$ cat config.mk
export PLATFORM = sky130hd
export DESIGN_NAME = lfsr_descrambler_par
export DESIGN_NICKNAME = d
export VERILOG_FILES = /design/src/rtl/lfsr_descrambler_par.sv
export SDC_FILE = /design/constraint.sdc
export NUM_CORES = 1
export LEC_CHECK = 0
export CORE_ASPECT_RATIO = 1.5
export CORE_UTILIZATION = 44
export CTS_CLUSTER_DIAMETER = 150
export DETAILED_ROUTE_END_ITERATION = 10
export PLACE_DENSITY = 0.68
export SLEW_MARGIN = 20
export SYNTH_ARGS = -nofsm -noshare
export SYNTH_HDL_FRONTEND = slang
export SYNTH_SLANG_ARGS = --single-unit
$ cat constraint.sdc
create_clock -name clk -period 4.4 [get_ports clk]
set_input_delay 0.44 -clock clk [delete_from_list [all_inputs] [get_ports clk]]
set_output_delay 0.44 -clock clk [all_outputs]
set_load 0.05 [all_outputs]
$ cat src/rtl/lfsr_descrambler_par.sv
// rtl/lfsr_descrambler_par.sv - frame-synchronous parallel LFSR descrambler
module lfsr_descrambler_par #(
    parameter int                   DW       = 1,
    parameter int                   LFSR_LEN = 8,
    parameter logic [LFSR_LEN-1:0]  POLY     = 8'b1001_0101,
    parameter logic [LFSR_LEN-1:0]  SEED     = 8'hAA
) (
    input  logic          clk,
    input  logic          rst_n,
    input  logic          i_sync_valid,
    input  logic [DW-1:0] i_sync_data,
    input  logic          i_sync_valid_pulse,
    input  logic          i_rx_end_pulse,
    input  logic          i_bypass,
    output logic [DW-1:0] o_ds_data,
    output logic          o_ds_valid,
    output logic          o_busy,
    output logic [15:0]   o_beat_cnt
);

    typedef enum logic {
        S_IDLE = 1'b0,
        S_WORK = 1'b1
    } state_t;

    state_t              state;
    state_t              state_nxt;
    logic [1:0]          rst_sync;
    logic                run;
    logic [LFSR_LEN-1:0] lfsr;
    logic [LFSR_LEN-1:0] lfsr_adv;
    logic [DW-1:0]       keystream;
    logic                beat_en;

    // Assertion is immediate through rst_n; release waits two clocks so the
    // core never leaves reset on a metastable edge.
    always_ff @(posedge clk or negedge rst_n) begin
        if (!rst_n) begin
            rst_sync <= 2'b00;
        end else begin
            rst_sync <= {rst_sync[0], 1'b1};
        end
    end

    assign run = rst_sync[1];

    always_ff @(posedge clk or negedge rst_n) begin
        if (!rst_n) begin
            state <= S_IDLE;
        end else if (!run) begin
            state <= S_IDLE;
        end else begin
            state <= state_nxt;
        end
    end

    // Sync has priority over end, and is honoured from either state.
    always_comb begin
        state_nxt = state;
        if (i_sync_valid_pulse) begin
            state_nxt = S_WORK;
        end else if (i_rx_end_pulse) begin
            state_nxt = S_IDLE;
        end
    end

    always_comb begin
        o_busy  = (state == S_WORK);
        beat_en = (state == S_WORK) && i_sync_valid && !i_bypass;
    end

    // DW serial steps unrolled; output bit DW-1 uses the current MSB.
    always_comb begin
        lfsr_adv  = lfsr;
        keystream = '0;
        for (int k = 0; k < DW; k++) begin
            keystream[DW-1-k] = lfsr_adv[LFSR_LEN-1];
            lfsr_adv          = {lfsr_adv[LFSR_LEN-2:0], ^(lfsr_adv & POLY)};
        end
    end

    always_ff @(posedge clk or negedge rst_n) begin
        if (!rst_n) begin
            lfsr       <= SEED;
            o_ds_data  <= '0;
            o_ds_valid <= 1'b0;
            o_beat_cnt <= '0;
        end else if (!run) begin
            lfsr       <= SEED;
            o_ds_data  <= '0;
            o_ds_valid <= 1'b0;
            o_beat_cnt <= '0;
        end else begin
            o_ds_valid <= i_sync_valid;

            if (state == S_IDLE) begin
                o_ds_data <= i_sync_data;
            end else if (i_sync_valid) begin
                o_ds_data <= i_bypass ? i_sync_data : (i_sync_data ^ keystream);
            end

            if (i_sync_valid_pulse || (state == S_IDLE)) begin
                lfsr <= SEED;
            end else if (beat_en) begin
                lfsr <= lfsr_adv;
            end

            if (i_sync_valid_pulse) begin
                o_beat_cnt <= '0;
            end else if (beat_en && (o_beat_cnt != 16'hFFFF)) begin
                o_beat_cnt <= o_beat_cnt + 16'd1;
            end
        end
    end

endmodule
==> results of run 1 <==
==> critical path: stages <==
cell and delay (ns):
clkdlybuf4s50_1 0.56, and3b_1 0.45, o311ai_0 0.39, or4_1 0.55
a21oi_1 0.14
==> power by group through the flow <==
stage | Combinational, mW | Sequential [mW] | Clock, mW
floorplan | 0.0158 | 0.285 | 0
detailed placement | 0.0390 | 0.280 | 0
global placement | 0.0383 | 0.280 | 0
global route | 0.0427 | 0.275 | 0.242
CTS | 0.0391 | 0.275 | 0.231
finish | 0.0384 | 0.275 | 0.226
==> per-layer routing <==
| layer | track usage, % | vias up |
|---|---|---|
| met2 | 37.6 | 36 |
| li1 | - | 622 |
| met1 | 23.9 | 650 |
| met5 | 0 | - |
| met3 | 5.38 | 11 |
| met4 | 10.8 | 0 |
==> metrics by stage <==
step / cell area (um^2) / worst slack [ns]
6_report: 1860 / 2.08
5_1_grt: 1860 / 1.93
4_1_cts: 1860 / 2.09
3_5_place_dp: 1770 / 1.80
3_3_place_gp: 1770 / 1.88
2_1_floorplan: 1490 / 2.30
==> synth_stat cells, types with 4 or more instances <==
master	number	area, um^2
a21oi_1	14	70.1
clkbuf_1	5	18.8
dfrtp_1	25	626
dfstp_2	4	105
nand2_1	12	45.0
nand2b_1	4	25.0
nand3_1	8	40.0
nand4_1	4	25.0
nor2_1	10	37.5
nor3b_1	5	37.5
o21ai_0	10	50.1
o31ai_1	5	37.5
or3_1	4	25.0
or4_1	6	45.0
==> registers in the layout, summed over array words and instances, names as in the netlist <==
signal / count
lfsr: 8
o_beat_cnt: 16
o_busy: 1
o_ds_data: 1
o_ds_valid: 1
rst_sync: 2
==> cell families (layout without fill, tap and decap cells) <==
kind of cell | Yosys count | in the layout | synth area share, %
AND/OR/NAND/NOR | 72 | 72 | 28.4
AO/OA/AOI/OAI | 38 | 38 | 15.4
flip-flops | 29 | 29 | 49.0
buffers and inverters | 6 | 34 | 2.18
XOR/XNOR | 4 | 4 | 3.27
adder cells (fa/ha/maj) | 1 | 1 | 0.839
other | 1 | 1 | 0.252
multiplexers | 1 | 1 | 0.672
==> cells in the final DEF (no fill, tap or decap), types with 2 or more instances in the layout <==
| master | netlist | final |
|---|---|---|
| a21oi_1 | 14 | 14 |
| nor2b_1 | 2 | 2 |
| xor2_1 | 3 | 3 |
| nand4_1 | 4 | 4 |
| nor4_1 | 2 | 2 |
| and3_1 | 2 | 2 |
| nor3_1 | 2 | 2 |
| clkbuf_1 | 5 | 2 |
| nand3_1 | 8 | 8 |
| and4_1 | 3 | 3 |
| a41o_1 | 2 | 2 |
| nor2_1 | 10 | 10 |
| a31oi_1 | 2 | 2 |
| and2_1 | 2 | 2 |
| dfrtp_1 | 25 | 25 |
| dfstp_2 | 4 | 4 |
| nand2_1 | 12 | 12 |
| o21ai_0 | 10 | 10 |
| or4_1 | 6 | 6 |
| clkbuf_8 | 1 | 6 |
| o31ai_1 | 5 | 5 |
| clkdlybuf4s50_1 | 0 | 25 |
| or3_1 | 4 | 4 |
| nor3b_1 | 5 | 5 |
| nand2b_1 | 4 | 4 |
==> path summary, 6_finish.rpt <==
kind | startpoint | to | slack [ns] | cells after the start
worst max-delay path | i_sync_valid | o_beat_cnt[14]$_DFFE_PN0P_ | 2.08 | 5
min in group asynchronous | rst_n | o_beat_cnt[6]$_DFFE_PN0P_ | 0.54 | 2
worst min-delay path | rst_sync[0]$_DFF_PN0_ | rst_sync[1]$_DFF_PN0_ | 0.37 | 0
worst max register to register | o_busy$_DFFE_PN0P_ | o_beat_cnt[14]$_DFFE_PN0P_ | 2.17 | 4
max in group asynchronous | rst_n | lfsr[1]$_DFFE_PN1P_ | 3.54 | 2
worst min register to register | rst_sync[0]$_DFF_PN0_ | rst_sync[1]$_DFF_PN0_ | 0.37 | 0
==> layout make-up <==
cell class,count,area (um^2),area share [%]
Multi-Input combinational cell,117,727,39.2
Tap cell,40,50.0,2.70
Sequential cell,29,731,39.4
Timing Repair Buffer,26,258,13.9
Clock buffer,8,90.1,4.86
==> reports/qor.tcl, run 1 <==
set qor(run_status) {completed}
set qor(synth_area_per_cell_um2) 9.80
set qor(netlist_instances) 152
set qor(grt_antenna_before_repair) 0
set qor(ys_async_sr_fraction_pct) 100
set qor(grt_max_degree) 30
set qor(top_layer_used) {met4}
set qor(setup_viol) 0
set qor(crit_required_ns) 4.61
set qor(cts.root.buffer_cell) {clkbuf_8}
set qor(cellInternalPower_mw) 0.413
set qor(finalSetupTns_ns) 0
set qor(timing.final.max_slew_violations) 0
set qor(hold_slack_ns) 0.373
set qor(drcViolationCount) 0
set qor(final_layout_net_count) 187
set qor(actual_slew_at_the_worst_max_slew_pin_ns) 0.878
set qor(placeableCoreArea_um2) 3190
set qor(power.sequential.fraction_pct) 51.0
set qor(clock_tree_from_tritoncts) {built}
set qor(fill_cells) 302
set qor(critical_path.startpoint_type) {primary input}
set qor(max_clock_freq_ghz) 0.431
set qor(cts-htree-levels) 2
set qor(syn2layout_area_growth_pct) 24.5
set qor(die_footprint_um2) 3630
set qor(power.clock.fraction_pct) 41.9
set qor(clk_pin_slew_worst_paths_ns) 0.06
set qor(place.detailed.hpwl_um) 2340
set qor(antenna-diode-count) 0
set qor(met3_length_um) 122
set qor(cts_inserted_buffers) 5
set qor(floorplan.die.height_um) 73.3
set qor(routabilityCongestion) 0.780
set qor(path_max_fanout) 12
set qor(route.vias.total) 1319
set qor(max-slew-margin-rel_pct) 40.9
set qor(seq_area_frac_synth_pct) 49.0
set qor(power.switching_fraction_pct) 23.5
set qor(powerDensity_nw_per_um2) 291
set qor(cts.sinks) 29
set qor(cts-root-to-sink-buffers) 2
set qor(timing_worst_setup_path_type) {primary input to flop}
set qor(start_util_pct) 46.7
set qor(unrepaired_setup_endpoints_after_global_routing) {no}
set qor(final_skew_ns) 0.00721
set qor(global_route.overflow_total) 0
set qor(cp.arrival_ns) 2.53
set qor(flop_and_latch_count_out_of_synthesis) 29
set qor(synth_top_flop_cell) {dfrtp_1}
set qor(post-route-util_pct) 58.2
set qor(synth_edf_count) 0
set qor(ir_drop_v) 0.000171
set qor(totalPowerFinal_mw) 0.540
set qor(postSynthNetCount) 160
set qor(grt_pass1_wl_um) 5820
set qor(proportion_of_layout_cells_with_a_drive_suffix_above_1_pct) 8.33
set qor(post-cts-setup-buffers) 0
set qor(yosysWarningCount) 0
set qor(period_share_pct) 52.8
set qor(cap_viol_max_count) 0
set qor(cts_hold_buf) 0
set qor(initial_detailed_routing_violation_count) 18
set qor(mappedNetlistArea_um2) 1490
set qor(power_share_of_the_combinational_group_pct) 7.1
set qor(top_level_ports) 26
set qor(drt_pre_antenna_iters) 4
set qor(post_cts_resized) 0
set qor(num_rows) 25
set qor(route.detailed.wl_per_inst_um) 15.2
set qor(total_leakage_power_nw) 0.730
set qor(via_density) 6.00
set qor(finalHoldViolations) 0
set qor(clock_latency_ns) 0.28
set qor(finalWorstPathRequiredPeriod_ns) 2.32
set qor(routed_wirelength_um) 3350
set qor(synth.lib_cells_used.distinct) 39
set qor(min-delay-path-class) {flop to flop}
set qor(worstSetupEndpointType) {flop}
set qor(drt-met1-wl_um) 1380
set qor(gr_util_all_layers_pct) 21.4
set qor(net-switching-power_mw) 0.127
set qor(dieWidth_um) 49.5
set qor(vias_in_the_first_global_route) 1324
set qor(finalNonFillerCells) 220
set qor(portBuffers) 25
set qor(met2_wirelength_um) 1760
set qor(antenna_violating_nets_post_route) 0
set qor(post-place-cells) 212
(Power assumes the default switching activity.)
==> run 2, diff against run 1 <==
- clock period: 4.4 -> 2.2 ns (I/O delays scaled with it)
==> reports/qor.tcl, run 2 (same netlist as run 1, synthesis figures left out) <==
set qor(cts-root-to-sink-buffers) 2
set qor(ir_drop_v) 0.000494
set qor(top_level_ports) 26
set qor(global_route.overflow_total) 0
set qor(final_skew_ns) 0.00673
set qor(drt_pre_antenna_iters) 4
set qor(cp.buffers_inverters) 1
set qor(cts_inserted_buffers) 5
set qor(fill_cells) 298
set qor(cts.sinks) 29
set qor(drcViolationCount) 0
set qor(regMostFlops) {o_beat_cnt}
set qor(finalSetupTns_ns) 0
set qor(largest_register_ff_count) 16
set qor(timing_worst_setup_path_type) {flop to primary output}
set qor(clk_pin_slew_worst_paths_ns) 0.06
set qor(critPathMaxStageDelay_ns) 0.88
set qor(reg2reg_depth) 4
set qor(routed_wirelength_um) 3340
set qor(path_max_fanout) 14
set qor(grt_max_degree) 30
set qor(grt_antenna_before_repair) 0
set qor(cts-htree-levels) 2
set qor(critical_path.startpoint_type) {flop}
set qor(vias_in_the_first_global_route) 1344
set qor(critical_path.endpoint) {o_busy}
set qor(final_layout_net_count) 193
set qor(max-slew-margin-rel_pct) 58.2
set qor(start_util_pct) 46.7
set qor(cts.root.buffer_cell) {clkbuf_8}
set qor(clock_tree_from_tritoncts) {built}
set qor(cp.arrival_ns) 1.74
set qor(total_leakage_power_nw) 0.759
set qor(gr_util_all_layers_pct) 21.8
set qor(run_status) {completed}
set qor(powerDensity_nw_per_um2) 552
set qor(actual_slew_at_the_worst_max_slew_pin_ns) 0.626
set qor(via_density) 5.83
set qor(post-route-util_pct) 59.3
set qor(critical-path-top-delay-family) {buffers and inverters}
set qor(antenna_violating_nets_post_route) 0
set qor(num_rows) 25
set qor(cts_hold_buf) 0
set qor(r2r-start) {o_busy$_DFFE_PN0P_}
set qor(route.vias.total) 1317
set qor(timing.final.max_slew_violations) 0
set qor(post_cts_resized) 0
set qor(place.detailed.hpwl_um) 2390
set qor(unrepaired_setup_endpoints_after_global_routing) {no}
set qor(period_share_pct) 89.0
set qor(die_footprint_um2) 3630
set qor(worst-r2r-setup-slack_ns) 0.31
set qor(portBuffers) 25
set qor(crit_required_ns) 1.98
set qor(grt_pass1_wl_um) 5940
set qor(finalHoldViolations) 0
set qor(floorplan.die.height_um) 73.3
set qor(setup_viol) 0
set qor(cap_viol_max_count) 0
set qor(post-cts-setup-buffers) 0
set qor(layout_common_cells) {clkdlybuf4s50_1 (25), dfrtp_1 (25), a21oi_1 (14), nand2_1 (12)}
set qor(proportion_of_layout_cells_with_a_drive_suffix_above_1_pct) 11.8
set qor(finalWorstPathRequiredPeriod_ns) 1.96
set qor(initial_detailed_routing_violation_count) 41
set qor(min-delay-path-class) {primary input to async pin}
set qor(critical_path.reg2reg.endpoint) {o_beat_cnt[9]$_DFFE_PN0P_}
set qor(clock_latency_ns) 0.28
set qor(path_cells) {clkdlybuf4s50_1}
set qor(antenna-diode-count) 0
set qor(syn2layout_area_growth_pct) 27.0
set qor(critical-path-slowest-cell) {clkdlybuf4s50_1}
set qor(worstSetupEndpointType) {primary output}
set qor(routabilityCongestion) 0.846
set qor(max_clock_freq_ghz) 0.511
set qor(placeableCoreArea_um2) 3190
set qor(dieWidth_um) 49.5
set qor(reg_top3) {o_beat_cnt x16, lfsr x8, rst_sync x2}
set qor(critical_path.startpoint) {o_busy$_DFFE_PN0P_}
set qor(cp_num_cells) 1
set qor(route.detailed.wl_per_inst_um) 14.8
-- run 2: cell count changes in the layout (fill, tap and decap cells not counted), sizes merged --
| cell | before | now |
|---|---|---|
| buf | 1 | 7 |
| clkbuf | 8 | 6 |
| clkinv | 0 | 2 |
-- run 2: stage by stage --
stage / hold slack, ns / worst slack [ns] / area (um^2) / total power [mW] / instances
2_1_floorplan: -0.0756 / 0.101 / 1490 / 0.601 / 152
3_3_place_gp: 0.345 / 0.160 / 1810 / 0.639 / 218
3_5_place_dp: 0.345 / 0.133 / 1810 / 0.641 / 218
4_1_cts: 0.334 / 0.211 / 1890 / 1.06 / 226
5_1_grt: 0.363 / 0.150 / 1890 / 1.09 / 226
6_report: 0.328 / 0.241 / 1890 / 1.04 / 226
-- run 2: how the worst min path moves through the flow --
| stage | to | start | slack [ns] |
|---|---|---|---|
| floorplan | lfsr[0]$_DFFE_PN0P_ | rst_n | -0.08 |
| global placement | rst_sync[1]$_DFF_PN0_ | rst_sync[0]$_DFF_PN0_ | 0.34 |
| detailed placement | rst_sync[1]$_DFF_PN0_ | rst_sync[0]$_DFF_PN0_ | 0.34 |
| CTS | o_beat_cnt[7]$_DFFE_PN0P_ | rst_n | 0.33 |
| global route | o_beat_cnt[7]$_DFFE_PN0P_ | rst_n | 0.36 |
| finish | o_beat_cnt[6]$_DFFE_PN0P_ | rst_n | 0.33 |
-- run 2: cell type report --
type,count,area [um^2],share of cell area (%)
clock buffers,6,72.6,3.83
clock inverters,2,10.0,0.529
multi-input cells,117,727,38.4
flip-flops and latches,29,731,38.6
well taps,40,50.0,2.64
repair buffers,32,303,16.0
-- run 2: layer usage --
layer | up-vias | track usage (%) | share of wire [%]
met1 | 655 | 24.1 | 41
met5 | - | 0 | 0
met3 | 6 | 5.80 | 3.1
li1 | 632 | - | -
met2 | 24 | 39.4 | 54
met4 | 0 | 8.57 | 1.7
-- run 2: where the power goes --
| group | internal (mW) | switching (mW) |
|---|---|---|
| clock network | 0.218 | 0.196 |
| registers | 0.542 | 0.00826 |
| logic | 0.0321 | 0.0480 |
==> run 3, diff against run 2 <==
- CTS_CLUSTER_DIAMETER: 150 -> 50
==> results of run 3 <==
Same layout as run 2: the final DEF is identical, and so are final timing and power.
